===== config.mk =====
export PLATFORM = sky130hd
export DESIGN_NAME = mega_drive_pad_responder
export DESIGN_NICKNAME = d
export VERILOG_FILES = /design/src/rtl/mega_drive_pad_pkg.sv /design/src/rtl/pad_select_sync.sv /design/src/rtl/mega_drive_pad_responder.sv
export SDC_FILE = /design/constraint.sdc
export NUM_CORES = 1
export LEC_CHECK = 0
export CAP_MARGIN = 30
export CORE_MARGIN = 2
export CORE_UTILIZATION = 30
export CTS_BUF_LIST = sky130_fd_sc_hd__clkbuf_16
export DETAILED_ROUTE_END_ITERATION = 16
export PLACE_DENSITY_LB_ADDON = 0.15
export SLEW_MARGIN = 20
export SYNTH_ARGS = -nofsm -noshare
export SYNTH_HDL_FRONTEND = slang
export SYNTH_HIERARCHICAL = 1
export SYNTH_SLANG_ARGS = --single-unit

===== constraint.sdc =====
create_clock -name Clock50 -period 2.7 [get_ports Clock50]
set_clock_uncertainty 0.05 [all_clocks]
set_input_delay 0.81 -clock Clock50 [delete_from_list [all_inputs] [get_ports Clock50]]
set_output_delay 0.81 -clock Clock50 [all_outputs]
set_load 0.02 [all_outputs]

===== src/rtl/mega_drive_pad_pkg.sv =====
// Shared constants, types and the pin-map helper for the Mega Drive pad responder.
package mega_drive_pad_pkg;

    localparam int NUM_BUTTONS     = 12;
    localparam int PHASE_W         = 3;
    localparam int DEFAULT_TIMEOUT = 75000;

    localparam int BTN_UP    = 0;
    localparam int BTN_DOWN  = 1;
    localparam int BTN_LEFT  = 2;
    localparam int BTN_RIGHT = 3;
    localparam int BTN_A     = 4;
    localparam int BTN_B     = 5;
    localparam int BTN_C     = 6;
    localparam int BTN_START = 7;
    localparam int BTN_X     = 8;
    localparam int BTN_Y     = 9;
    localparam int BTN_Z     = 10;
    localparam int BTN_MODE  = 11;

    typedef enum logic [PHASE_W-1:0] {
        PH_0 = 3'd0,
        PH_1 = 3'd1,
        PH_2 = 3'd2,
        PH_3 = 3'd3,
        PH_4 = 3'd4,
        PH_5 = 3'd5,
        PH_6 = 3'd6,
        PH_7 = 3'd7
    } phase_e;

    typedef struct packed {
        logic p9;
        logic p6;
        logic p4;
        logic p3;
        logic p2;
        logic p1;
    } pins_t;

    // Three-button pads never see the extended phases, so fold 5..7 onto 1..3.
    function automatic pins_t pad_map(
        input phase_e                 phase,
        input logic                   six,
        input logic [NUM_BUTTONS-1:0] btn
    );
        pins_t              m;
        logic [PHASE_W-1:0] ph;
        ph = phase;
        if (!six && ph > PH_4) begin
            ph = ph - PHASE_W'(4);
        end
        m = '1;
        unique case (ph)
            PH_0, PH_2, PH_4: begin
                m.p1 = ~btn[BTN_UP];
                m.p2 = ~btn[BTN_DOWN];
                m.p3 = ~btn[BTN_LEFT];
                m.p4 = ~btn[BTN_RIGHT];
                m.p6 = ~btn[BTN_B];
                m.p9 = ~btn[BTN_C];
            end
            PH_1, PH_3: begin
                m.p1 = ~btn[BTN_UP];
                m.p2 = ~btn[BTN_DOWN];
                m.p3 = 1'b0;
                m.p4 = 1'b0;
                m.p6 = ~btn[BTN_A];
                m.p9 = ~btn[BTN_START];
            end
            PH_5: begin
                m.p1 = 1'b0;
                m.p2 = 1'b0;
                m.p3 = 1'b0;
                m.p4 = 1'b0;
                m.p6 = ~btn[BTN_A];
                m.p9 = ~btn[BTN_START];
            end
            PH_6: begin
                m.p1 = ~btn[BTN_Z];
                m.p2 = ~btn[BTN_Y];
                m.p3 = ~btn[BTN_X];
                m.p4 = ~btn[BTN_MODE];
                m.p6 = ~btn[BTN_B];
                m.p9 = ~btn[BTN_C];
            end
            PH_7: begin
                m.p1 = 1'b1;
                m.p2 = 1'b1;
                m.p3 = 1'b1;
                m.p4 = 1'b1;
                m.p6 = ~btn[BTN_A];
                m.p9 = ~btn[BTN_START];
            end
        endcase
        return m;
    endfunction

endpackage


===== src/rtl/pad_select_sync.sv =====
// Two-flop synchronizer for the pad Select line plus a change detector.
module pad_select_sync (
    input  logic clk,
    input  logic rst,
    input  logic sel_async,
    output logic sel_s2,
    output logic sel_edge
);

    logic sel_s1_q;
    logic sel_s1_d;
    logic sel_s2_q;
    logic sel_s2_d;
    logic sel_prev_q;
    logic sel_prev_d;

    always_comb begin
        sel_s1_d   = sel_async;
        sel_s2_d   = sel_s1_q;
        sel_prev_d = sel_s2_q;
    end

    // Idle Select is high, so reset to high to avoid a false edge on release.
    always_ff @(posedge clk) begin
        if (rst) begin
            sel_s1_q   <= 1'b1;
            sel_s2_q   <= 1'b1;
            sel_prev_q <= 1'b1;
        end else begin
            sel_s1_q   <= sel_s1_d;
            sel_s2_q   <= sel_s2_d;
            sel_prev_q <= sel_prev_d;
        end
    end

    assign sel_s2   = sel_s2_q;
    assign sel_edge = sel_s2_q ^ sel_prev_q;

endmodule


===== src/rtl/mega_drive_pad_responder.sv =====
// Mega Drive controller emulation: tracks Select phases and drives the
// active-low pad pins, including six-button identification phases.
module mega_drive_pad_responder
    import mega_drive_pad_pkg::*;
#(
    parameter int TIMEOUT_CYCLES     = DEFAULT_TIMEOUT,
    parameter bit SIX_BUTTON_DEFAULT = 1'b1
) (
    input  logic                   Clock50,
    input  logic                   Reset,
    input  logic                   Select,
    input  logic [NUM_BUTTONS-1:0] Buttons,
    input  logic                   SixButtonEn,
    output logic                   Pino1,
    output logic                   Pino2,
    output logic                   Pino3,
    output logic                   Pino4,
    output logic                   Pino6,
    output logic                   Pino9,
    output logic [PHASE_W-1:0]     Phase
);

    localparam int               CNT_W   = $clog2(TIMEOUT_CYCLES + 1);
    localparam logic [CNT_W-1:0] CNT_MAX = CNT_W'(TIMEOUT_CYCLES);

    logic       sel_s2;
    logic       sel_edge;
    phase_e     phase_q;
    phase_e     phase_d;
    logic [CNT_W-1:0] cnt_q;
    logic [CNT_W-1:0] cnt_d;
    logic       six_q;
    logic       six_d;
    pins_t      pins_q;
    pins_t      pins_d;

    pad_select_sync u_sync (
        .clk       (Clock50),
        .rst       (Reset),
        .sel_async (Select),
        .sel_s2    (sel_s2),
        .sel_edge  (sel_edge)
    );

    always_comb begin
        phase_d = phase_q;
        cnt_d   = cnt_q;
        six_d   = six_q;
        if (phase_q == PH_0) begin
            six_d = SixButtonEn;
        end
        // An edge outranks a coincident timeout.
        if (sel_edge) begin
            phase_d = phase_e'(phase_q + PHASE_W'(1));
            cnt_d   = '0;
        end else if (cnt_q == CNT_MAX) begin
            phase_d = sel_s2 ? PH_0 : PH_1;
            cnt_d   = '0;
        end else begin
            cnt_d = cnt_q + CNT_W'(1);
        end
        pins_d = pad_map(phase_d, six_q, Buttons);
    end

    always_ff @(posedge Clock50) begin
        if (Reset) begin
            phase_q <= PH_0;
            cnt_q   <= '0;
            six_q   <= SIX_BUTTON_DEFAULT;
            pins_q  <= '1;
        end else begin
            phase_q <= phase_d;
            cnt_q   <= cnt_d;
            six_q   <= six_d;
            pins_q  <= pins_d;
        end
    end

    assign Pino1 = pins_q.p1;
    assign Pino2 = pins_q.p2;
    assign Pino3 = pins_q.p3;
    assign Pino4 = pins_q.p4;
    assign Pino6 = pins_q.p6;
    assign Pino9 = pins_q.p9;
    assign Phase = phase_q;

endmodule


==> run summary <==
The flow ran to the end, and the final reports show no timing, DRC or antenna violations. The initial antenna violation count came out at 0. Broken down by cell family, the worst path's largest delay share belongs to buffers and inverters.

Detailed routing inserted a total of 1,213 vias. The logs give 0 for the post-cts hold buffer count and 1.37 ns for the arrival time reported for the critical path endpoint. The routed via count divided by cell count is 4.97. Combinational family with the most area after synthesis: simple AND/OR/NAND/NOR gates. Measured against its own limit, the worst slew margin works out to 70.3%. The total DRC errors in the routed layout was 0; the total number of nets in the final design was 209. In this run the clock root is driven by a sky130_fd_sc_hd__clkbuf_16. The post-route setup TNS came out at 0 ns. The number of buffers and inverters on the critical path is 1, and the stage delay of the slowest cell on the critical path is 0.65 ns. Measured along the x axis, the die boundary spans 73.5 um.

The clock transition time at the flip-flop clock pins of the worst setup and hold paths came out at 0.05 ns. Summing the areas of all compound-gate instances in the mapped netlist gives 11.9% of the synthesized area. The count of input and output buffers was 24; the number of sinks handled by clock tree synthesis was 30. The part of the Yosys area used for sequential elements is 41.5%.

The run gives 3.03 mm as the routed wire length. In this run the mean area of a mapped cell was 9.11 um2. Counting I/O delays and the setup requirement, the final critical path takes 2.23 ns. The post-synthesis net count was 179. The run gives 4690 um2 as the floorplan core area. The flip-flop cell with the highest count after synthesis was sky130_fd_sc_hd__dfxtp_1. The growth of design area from synthesis to finish works out to 30.7%. The min-delay analysis places its worst path in the category register to register.

The number of placed instances, taps included was 236. The power density of the placed cells works out to 579 nW/um2. Proportion of register bits with asynchronous set or reset after synthesis: 0%. The tools report the number of slew-limit violations in the final report as 0. For the worst-case hold slack, the log shows 0.352 ns. In this run the static leakage power is 0.000669 uW. Gates resized during post-CTS repair numbered 0. Global-route wire length before repair: 5.49 mm. After synthesis, the cell types taking the most area are sky130_fd_sc_hd__dfxtp_1 (41%), sky130_fd_sc_hd__xnor2_1 (8.5%), sky130_fd_sc_hd__nor2_1 (6.2%). After Yosys synthesis, full adders, half adders and majority gates account for 3.45% of the synthesized area. The detailed router finished its first iteration with 43 violations.

The tools report the number of placement rows as 25. The number of antenna-violating nets in the routed design is 0, and the number of clock buffers inserted by TritonCTS is 5. Multiplexer share of the synthesized area: 2.07%. The die covers 5400 um2. The element type at the critical path start was a register. The cell area that synthesis handed to floorplanning was 1450 um2.

Most common cell after layout, fill and taps aside: sky130_fd_sc_hd__dfxtp_1. After synthesis, the largest area contributor takes up 41.5% of total cell area. The number of global-route vias before repair came out at 1,220. TritonCTS built the clock tree. After clock tree synthesis, the setup repair step added 0 buffers.

For the post-place setup slack, the log shows 0.476 ns. The critical path goes through clkdlybuf4s50_1. For this run the aggregate overflow at the end of global routing stands at 0. For the clock tree buffer depth, the log shows 2. The count of flip-flops with a built-in enable after synthesis works out to 0. Setup repair after global routing left no endpoint under its margin. The number of different library cells used by synthesis comes to 37.

Data on the critical path is required at its endpoint by 1.84 ns. Derived from the worst setup path, the maximum achievable clock frequency is 448 MHz. The category of the worst setup path capture point is a primary output.

Path type of the worst setup path: register to primary output. The run gives 0 as the count of final hold-check violations. Synthesis inferred 30 register bits. The cell with the largest stage delay on the worst path was sky130_fd_sc_hd__clkdlybuf4s50_1.

The initial utilization of the core area, before any placement, comes to 30.9%. The H-tree depth reported by CTS came out at 2. In the layout the commonest cells are sky130_fd_sc_hd__dfxtp_1 (30), sky130_fd_sc_hd__nor2_1 (24), sky130_fd_sc_hd__clkdlybuf4s50_1 (24). After technology mapping, the gate count stands at 159.

The area share of and/or/nand/nor cells after synthesis works out to 26.2%. The final worst-path cycle share was 82.6%. For this design the top-level I/O count stands at 25. Ratio of cells with drive above 1 in the final layout: 8.42%. The final weighted congestion in routability-driven placement is 0.763, and the largest fanout on the critical path is 7. Across every metal layer, demand over resource in global routing totals 13.3%.

Clock latency on the worst-skew pair, taken at its later pin, is 0.27 ns. The count of maximum capacitance violations is 0, and the transition time at the pin with the least slew margin is 0.445 ns. Once routing completed, OpenROAD measured the worst setup slack at 0.469 ns. The synthesized-area fraction occupied by xor and xnor cells was 10.3%. Entering global routing, the biggest net connects 18 pins. For the maximum ir drop on the vdd rail, the log shows 0.341 mV. The Yosys step of the flow raised 6 warnings. The count of cells in the finished layout, fillers not included, comes to 244. The pre-antenna-repair detailed-routing pass consisted of 4 iterations.

The overall power consumption came out at 1100 uW. Of all cell types, the one taking the most synthesized area is sky130_fd_sc_hd__dfxtp_1. The repair_antennas step left the layout with diodes totalling 0. Detailed placement finished with a half-perimeter wire length of 2.29 mm. Setup violations remaining at the end of the flow were counted as 0.

The die outline height is 73.5 um. After detailed routing, the average wire length per cell comes to 12.4 um.
cell type report:
| class | count | area [um2] |
|---|---|---|
| fill | 471 | 2800 |
| multi-input combinational | 114 | 781 |
| sequential | 30 | 601 |
| timing repair buffer | 28 | 270 |
| clock buffer | 5 | 125 |
| tap | 54 | 67.6 |
| inverter | 10 | 37.5 |
| clock inverter | 3 | 12.5 |
routing by layer:
layer | routed length, um | part of all wire [%] | up-vias | GRT usage (%)
met5 | 0 | 0 | - | 0
met4 | 90 | 3.0 | 0 | 8.08
li1 | - | - | 615 | -
met2 | 1390 | 46 | 28 | 20.6
met1 | 1430 | 47 | 561 | 16.2
met3 | 124 | 4.1 | 9 | 3.57
sequential cells by signal (all words and copies together) (netlist names):
signal             cells
u_sync/sel_prev_q      1
u_sync/sel_s1_q        1
Pino3                  1
Pino1                  1
Pino9                  1
u_sync/sel_s2          1
six_q                  1
Pino4                  1
Phase                  3
Pino6                  1
Pino2                  1
cnt_q                 17
metrics by stage:
stage          utilization [%]  cell area [um2]
6_report                  40.4             1890
5_1_grt                   40.4             1890
4_1_cts                   40.4             1890
3_5_place_dp              37.4             1760
3_3_place_gp              37.4             1760
2_1_floorplan                -             1450
logic make-up (layout without fill, tap and decap cells):
kind of cell	count (synthesis)	count (layout)
AOI/OAI and AO/OA	20	20
xor gates and xnor gates	17	17
adders and majority gates	4	4
buffers and inverters	15	46
DFF	30	30
muxes	3	3
and+or+nand+nor	70	70
synthesized netlist by cell type, drive strengths merged (4+ instances only):
cell type,n
nor2b,7
dfxtp,30
xnor2,14
nor2,24
inv,10
nor4,5
nand3,7
nor3,4
ha,4
nand4,4
nand2,7
or2,5
worst paths after layout:
kind	startpoint	endpoint	slack, ns	depth (start not counted)
hold reg to reg	u_sync/sel_s1_q	u_sync/sel_s2	0.35	1
hold / removal	u_sync/sel_s1_q	u_sync/sel_s2	0.35	1
setup reg to reg	cnt_q[10]	Pino4	0.47	4
setup / recovery	Phase[2]	Phase[2]	0.47	1
report_power, final:
part | leakage, uW | switching (uW) | internal (uW)
clock network | 0.0000724 | 183 | 332
logic | 0.000351 | 51.5 | 59.4
registers | 0.000245 | 10.9 | 459
total | 0.000669 | 246 | 850
Note: power is estimated with default switching activity, not from simulation.
